$ cat config.mk
export PLATFORM = sky130hd
export DESIGN_NAME = text_stream_framer
export DESIGN_NICKNAME = d
export VERILOG_FILES = /design/src/rtl/text_stream_pkg.sv /design/src/rtl/sync_fifo.sv /design/src/rtl/text_stream_framer.sv
export SDC_FILE = /design/constraint.sdc
export NUM_CORES = 1
export LEC_CHECK = 0
export ABC_AREA = 0
export ABC_CLOCK_PERIOD_IN_PS = 2700
export CAP_MARGIN = 20
export CORE_MARGIN = 10
export CORE_UTILIZATION = 42
export CTS_CLUSTER_DIAMETER = 30
export CTS_CLUSTER_SIZE = 16
export DETAILED_ROUTE_END_ITERATION = 16
export PLACE_DENSITY = 0.68
export SYNTH_ARGS = -nofsm -noshare
export SYNTH_HDL_FRONTEND = slang
export SYNTH_HIERARCHICAL = 1
export SYNTH_SLANG_ARGS = --single-unit
$ cat constraint.sdc
create_clock -name clk -period 2.7 [get_ports clk]
set_input_delay 0.27 -clock clk [delete_from_list [all_inputs] [get_ports clk]]
set_output_delay 0.27 -clock clk [all_outputs]
set_load 0.01 [all_outputs]
$ cat src/rtl/text_stream_pkg.sv
// Shared constants, byte classification and FSM state type for the text stream framer.
package text_stream_pkg;

    localparam logic [7:0] ASCII_SPACE = 8'h20;
    localparam logic [7:0] ASCII_TAB   = 8'h09;
    localparam logic [7:0] ASCII_LF    = 8'h0A;
    localparam logic [7:0] ASCII_CR    = 8'h0D;
    localparam logic [7:0] ASCII_DEL   = 8'h7F;

    typedef enum logic [1:0] {
        CLS_WS,
        CLS_DROP,
        CLS_CHAR
    } byte_class_e;

    typedef enum logic [1:0] {
        IDLE,
        WORD,
        GAP,
        FLUSH
    } framer_state_e;

    function automatic byte_class_e classify(input logic [7:0] b);
        if (b == ASCII_SPACE || b == ASCII_TAB || b == ASCII_LF || b == ASCII_CR)
            return CLS_WS;
        if (b < ASCII_SPACE || b >= ASCII_DEL)
            return CLS_DROP;
        return CLS_CHAR;
    endfunction

    function automatic logic [7:0] fold_case(input logic [7:0] b);
        return (b >= 8'h41 && b <= 8'h5A) ? b + 8'h20 : b;
    endfunction

endpackage

$ cat src/rtl/sync_fifo.sv
// Single-clock byte FIFO; head reads as 0x00 while empty so out_data is defined after reset.
module sync_fifo #(
    parameter int DEPTH = 4
) (
    input  logic       clk,
    input  logic       reset,
    input  logic       push,
    input  logic [7:0] push_data,
    input  logic       pop,
    output logic       full,
    output logic       empty,
    output logic [7:0] head
);

    localparam int AW = $clog2(DEPTH);
    localparam logic [AW:0] FULL_CNT = (AW+1)'(DEPTH);

    logic [7:0]    mem_q [DEPTH];
    logic [AW-1:0] wr_ptr_q, wr_ptr_d;
    logic [AW-1:0] rd_ptr_q, rd_ptr_d;
    logic [AW:0]   count_q, count_d;
    logic          do_push, do_pop;

    assign empty = (count_q == '0);
    assign full  = (count_q == FULL_CNT);
    assign head  = empty ? 8'h00 : mem_q[rd_ptr_q];

    always_comb begin
        do_push  = push && !full;
        do_pop   = pop && !empty;
        wr_ptr_d = do_push ? wr_ptr_q + AW'(1) : wr_ptr_q;
        rd_ptr_d = do_pop  ? rd_ptr_q + AW'(1) : rd_ptr_q;
        count_d  = count_q;
        if (do_push && !do_pop)
            count_d = count_q + (AW+1)'(1);
        else if (do_pop && !do_push)
            count_d = count_q - (AW+1)'(1);
    end

    always_ff @(posedge clk or negedge reset) begin
        if (!reset) begin
            wr_ptr_q <= '0;
            rd_ptr_q <= '0;
            count_q  <= '0;
        end else begin
            wr_ptr_q <= wr_ptr_d;
            rd_ptr_q <= rd_ptr_d;
            count_q  <= count_d;
        end
    end

    // Storage carries no reset; validity is tracked by count_q alone.
    always_ff @(posedge clk) begin
        if (do_push)
            mem_q[wr_ptr_q] <= push_data;
    end

endmodule

$ cat src/rtl/text_stream_framer.sv
// Normalises a raw ASCII byte stream into lowercase words separated by single spaces,
// buffering the result in a small FIFO and counting terminated words.
module text_stream_framer
    import text_stream_pkg::*;
#(
    parameter int DEPTH = 4,
    parameter int CNT_W = 16
) (
    input  logic             clk,
    input  logic             reset,
    input  logic             in_valid,
    input  logic [7:0]       in_data,
    input  logic             in_last,
    output logic             in_ready,
    output logic             out_valid,
    output logic [7:0]       out_data,
    input  logic             out_ready,
    output logic             frame_done,
    output logic [CNT_W-1:0] word_count
);

    framer_state_e    state_q, state_d;
    logic             run_q;
    logic             done_q, done_d;
    logic [CNT_W-1:0] wc_q, wc_d;
    logic             wc_inc;
    logic             accept;
    logic             push;
    logic [7:0]       push_data;
    logic             fifo_full, fifo_empty;
    byte_class_e      cls;

    sync_fifo #(.DEPTH(DEPTH)) u_fifo (
        .clk       (clk),
        .reset     (reset),
        .push      (push),
        .push_data (push_data),
        .pop       (out_ready),
        .full      (fifo_full),
        .empty     (fifo_empty),
        .head      (out_data)
    );

    // run_q holds in_ready low while reset is asserted without looking at the reset pin.
    assign in_ready   = run_q && !fifo_full && (state_q != FLUSH);
    assign accept     = in_valid && in_ready;
    assign out_valid  = !fifo_empty;
    assign frame_done = done_q;
    assign word_count = wc_q;

    always_comb begin
        cls       = classify(in_data);
        state_d   = state_q;
        push      = 1'b0;
        push_data = fold_case(in_data);
        wc_inc    = 1'b0;
        done_d    = 1'b0;

        if (state_q == FLUSH) begin
            if (!fifo_full) begin
                push      = 1'b1;
                push_data = ASCII_SPACE;
                wc_inc    = 1'b1;
                done_d    = 1'b1;
                state_d   = IDLE;
            end
        end else if (accept) begin
            case (state_q)
                WORD: begin
                    if (cls == CLS_CHAR) begin
                        push = 1'b1;
                    end else if (cls == CLS_WS) begin
                        push      = 1'b1;
                        push_data = ASCII_SPACE;
                        wc_inc    = 1'b1;
                        state_d   = GAP;
                    end
                end
                default: begin
                    if (cls == CLS_CHAR) begin
                        push    = 1'b1;
                        state_d = WORD;
                    end
                end
            endcase

            // A frame ending mid-word still owes the checker its closing space.
            if (in_last) begin
                if (state_d == WORD) begin
                    state_d = FLUSH;
                end else begin
                    done_d  = 1'b1;
                    state_d = IDLE;
                end
            end
        end

        wc_d = (wc_inc && wc_q != '1) ? wc_q + CNT_W'(1) : wc_q;
    end

    always_ff @(posedge clk or negedge reset) begin
        if (!reset) begin
            state_q <= IDLE;
            run_q   <= 1'b0;
            done_q  <= 1'b0;
            wc_q    <= '0;
        end else begin
            state_q <= state_d;
            run_q   <= 1'b1;
            done_q  <= done_d;
            wc_q    <= wc_d;
        end
    end

endmodule

==> flow_summary.toml <==
[status]
run_status = "completed"

[critical_path]
start_kind = "input pin"
arrival_ns = 2.74
path_buf_inv = 2
critical_path.reg2reg.endpoint = "u_fifo/count_q[2]"
cp_slowest_cell = "clkdlybuf4s50_1"
critical-path-top-delay-family = "simple AND/OR/NAND/NOR gates"
crit_path_cell_trace = "clkdlybuf4s50_1, nor3_4, and3_1, a31o_1, a21oi_1, o21ai_1, nor2b_4, ha_1, inv_1, fa_1, xor2_1, nor2_1, xor2_1"
r2r_cells = 12
critical_path.max_stage_delay_ns = 0.47
worstSetupPathType = "in2reg"
critPathMaxFanout = 3
critical_path.most_common_cell = "xor2_1"
end_kind = "flop"
timing.rr.start = "u_fifo/count_q[2]"
cp.required_ns = 2.95
reg2reg_setup_slack_ns = 0.23
crit_cells = 13

[sta]
max_freq_ghz = 0.4009
timing_max_transition_violations_final = 0
final_period_minus_worst_setup_slack_ns = 2.494
slew-limit-headroom = 0.6603
clock-skew-final_ns = 0.008829
fin_worst_hold_slack_ns = 0.3113
max_slew.worst_pin.slew_ns = 0.5065
hold_viol_final = 0
totalNegativeSetupSlack_ns = 0
layout_worst_path_cycle_share = 0.9238
grt_setup_unrepaired = "false"
setup_viol = 0

[finish]
n_antenna_cell = 0
final_net_count = 316
fin_cells = 379
post_route_cells_drive_above_1_share = 0.2241
syn_to_final_growth_pct = 32.73
layout.filler_cells = 554

[yosys]
synth_nets = 243
synth_largest_area_cell = "edfxtp_1"
synth_top_flop_cell = "edfxtp_1"
synth.area.top_cells = "edfxtp_1 33%, dfrtp_1 23%, mux4_2 6.2%, xnor2_1 4.9%, and2_1 3.9%"
synthDominantCellAreaShare = 0.3329
synth-warning-count = 6
synth-edff-count = 32
ys_types = 46
syn-cell-area_mm2 = 0.002887
number_of_register_bits_inferred_by_synthesis = 59
postSynthAreaPerCell_um2 = 13.06
ys_async_sr_fraction = 0.4576
postSynthCellCount = 221
synth.yosys.seq_area_share = 0.5670

[clock_network]
insertion_delay_ns = 0.33
root_buffer = "clkbuf_8"
cts_buffers = 9
cts-root-to-sink-buffers = 2
tritoncts = "yes"
cts_sinks = 59
worst_setup_hold_path_clk_slew_ns = 0.07
h-tree-depth = 3

[placement]
placement.io_buffers = 39
dp_hpwl_um = 4385
place_inst = 362
gp_routability_congestion = 0.8109

[global_routing]
grt_util_met2 = 0.2062
initial_antenna_violation_count = 0
grt_util_met1 = 0.1407
globalRouteTotalUtil = 0.1227
grt_max_degree = 28
grt_most_used_layer = "met2"
grt_pass1_vias = 2042
grt_first_pass_wirelength_um = 9922
routing_usage_on_met3 = 0.04223
total_congestion_overflow_after_global_routing = 0

[die]
die_height_um = 102.9
initial_core_util = 0.4296
io_pins = 40
site_rows = 30
core_area_mm2 = 0.006719
dieWidth_um = 102.9
fp.dieArea_mm2 = 0.01059

[power]
power.density_mw_per_mm2 = 860.1
internal_power_w = 0.002283
sw_frac_of_total = 0.3071
power_frac_clock = 0.228
maximum_vdd_ir_drop_uv = 518.5
power.share.sequential = 0.389
design_power_total_w = 0.003295
p_leak_nw = 1.548
p_sw_w = 0.001012
combinationalPowerShare = 0.382

[hold_path]
hold_path_class = "in2async"

[drt]
drc = 0
via_count = 1973
wire_per_inst_um = 15.73
drt-total-wl_um = 5960
detail_route.iter0.violations = 77
detailedRoute.firstPassIterationCount = 4
detail_route.vias_per_cell = 5.206
detail-route-antenna-nets = 0

[run]
max_cap_violations = 0
repair_timing:
item,CTS,global route
resized for setup,1,14
hold buffers,0,0
pin swaps,0,4
setup endpoints to repair,1,2
setup buffers,0,1
metrics by stage:
stage	instance area, um^2	worst slack [ns]	util
finish	3831	0.2057	0.5702
global route	3831	0.0007876	0.5702
CTS	3769	0.01286	0.5609
detailed placement	3578	-0.3962	0.5326
global placement	3578	-0.2849	0.5326
floorplan	2887	0.02489	-
registers in the layout, summed over array words and instances, names as in the netlist:
| signal | cells |
|---|---|
| u_fifo/rd_ptr_q | 2 |
| frame_done | 1 |
| run_q | 1 |
| state_q | 2 |
| u_fifo/count_q | 3 |
| u_fifo/mem_q | 32 |
| u_fifo/wr_ptr_q | 2 |
| word_count | 16 |
cell usage in the layout, fill, tap and decap left out, drive strengths merged, types with 2 or more instances in the layout:
cell            n
edfxtp         32
mux4            8
buf            30
a21oi           6
mux2            4
nor2            7
clkinv          4
mux2i           2
nand2          15
nor3            4
nor4            2
o22ai           2
nand3           6
clkbuf         10
nand4           7
and4            4
inv             8
o21ai           3
nand2b          2
a31oi           3
o211ai          2
nor2b           4
clkdlybuf4s50  35
xnor2          16
and2           18
ha              8
dlymetal6s2s    4
and3            6
dfrtp          27
xor2            3
a221oi          2
power by group through the flow:
stage / sequential, W / clock (W) / combinational [W]
CTS: 0.00128 / 0.000771 / 0.00126
floorplan: 0.00126 / 0 / 0.000738
global route: 0.00131 / 0.000822 / 0.00139
finish: 0.00128 / 0.000752 / 0.00126
detailed placement: 0.00130 / 0 / 0.00125
global placement: 0.00129 / 0 / 0.00122
cell type report:
| cell class | count | area [um^2] | area share |
|---|---|---|---|
| Clock inverter | 6 | 56.30 | 0.01470 |
| Tap cell | 80 | 100.1 | 0.02613 |
| Timing Repair Buffer | 69 | 663.1 | 0.1731 |
| Sequential cell | 59 | 1638 | 0.4275 |
| Clock buffer | 10 | 127.6 | 0.03331 |
| Multi-Input combinational cell | 147 | 1216 | 0.3174 |
| Inverter | 8 | 30.03 | 0.007838 |
cell families (layout without fill, tap and decap cells):
| kind of cell | after synthesis | after routing | synth area share |
|---|---|---|---|
| multiplexers | 14 | 14 | 0.08626 |
| AO/OA/AOI/OAI | 23 | 23 | 0.05202 |
| AND/OR/NAND/NOR | 81 | 81 | 0.1652 |
| other | 1 | 1 | 0.001299 |
| buffers and inverters | 15 | 93 | 0.02904 |
| adder cells (fa/ha/maj) | 9 | 9 | 0.04161 |
| XOR/XNOR | 19 | 19 | 0.05765 |
| flip-flops | 59 | 59 | 0.5670 |
synthesized netlist by cell type, drive strengths merged (2+ instances only):
master and n:
ha 8, a21oi 6, xor2 3, nor2b 4, xnor2 16, edfxtp 32
nand2 15, o211ai 2, and3 6, a31oi 3, mux4 8, nand4 7
buf 6, nor4 2, and4 4, nor3 4, inv 8, nand3 6
o21ai 3, nand2b 2, mux2i 2, nor2 7, dfrtp 27, and2 18
o22ai 2, mux2 4, a221oi 2
metal layers:
| metal | vias up | share of wire |
|---|---|---|
| li1 | 952 | - |
| met1 | 966 | 0.44 |
| met2 | 46 | 0.49 |
| met3 | 9 | 0.056 |
| met4 | 0 | 0.015 |
| met5 | - | 0 |
worst max path at each step:
| stage | from | end | slack, ns |
|---|---|---|---|
| CTS | in_data[1] | u_fifo/count_q[2] | 0.01 |
| global placement | in_data[1] | u_fifo/count_q[2] | -0.28 |
| floorplan | u_fifo/count_q[1] | u_fifo/count_q[1] | 0.02 |
| finish | in_data[6] | u_fifo/count_q[2] | 0.21 |
| global route | u_fifo/count_q[2] | u_fifo/count_q[2] | 0.0008 |
| detailed placement | in_data[1] | u_fifo/count_q[2] | -0.40 |
Power figures use the tool's default switching activity.
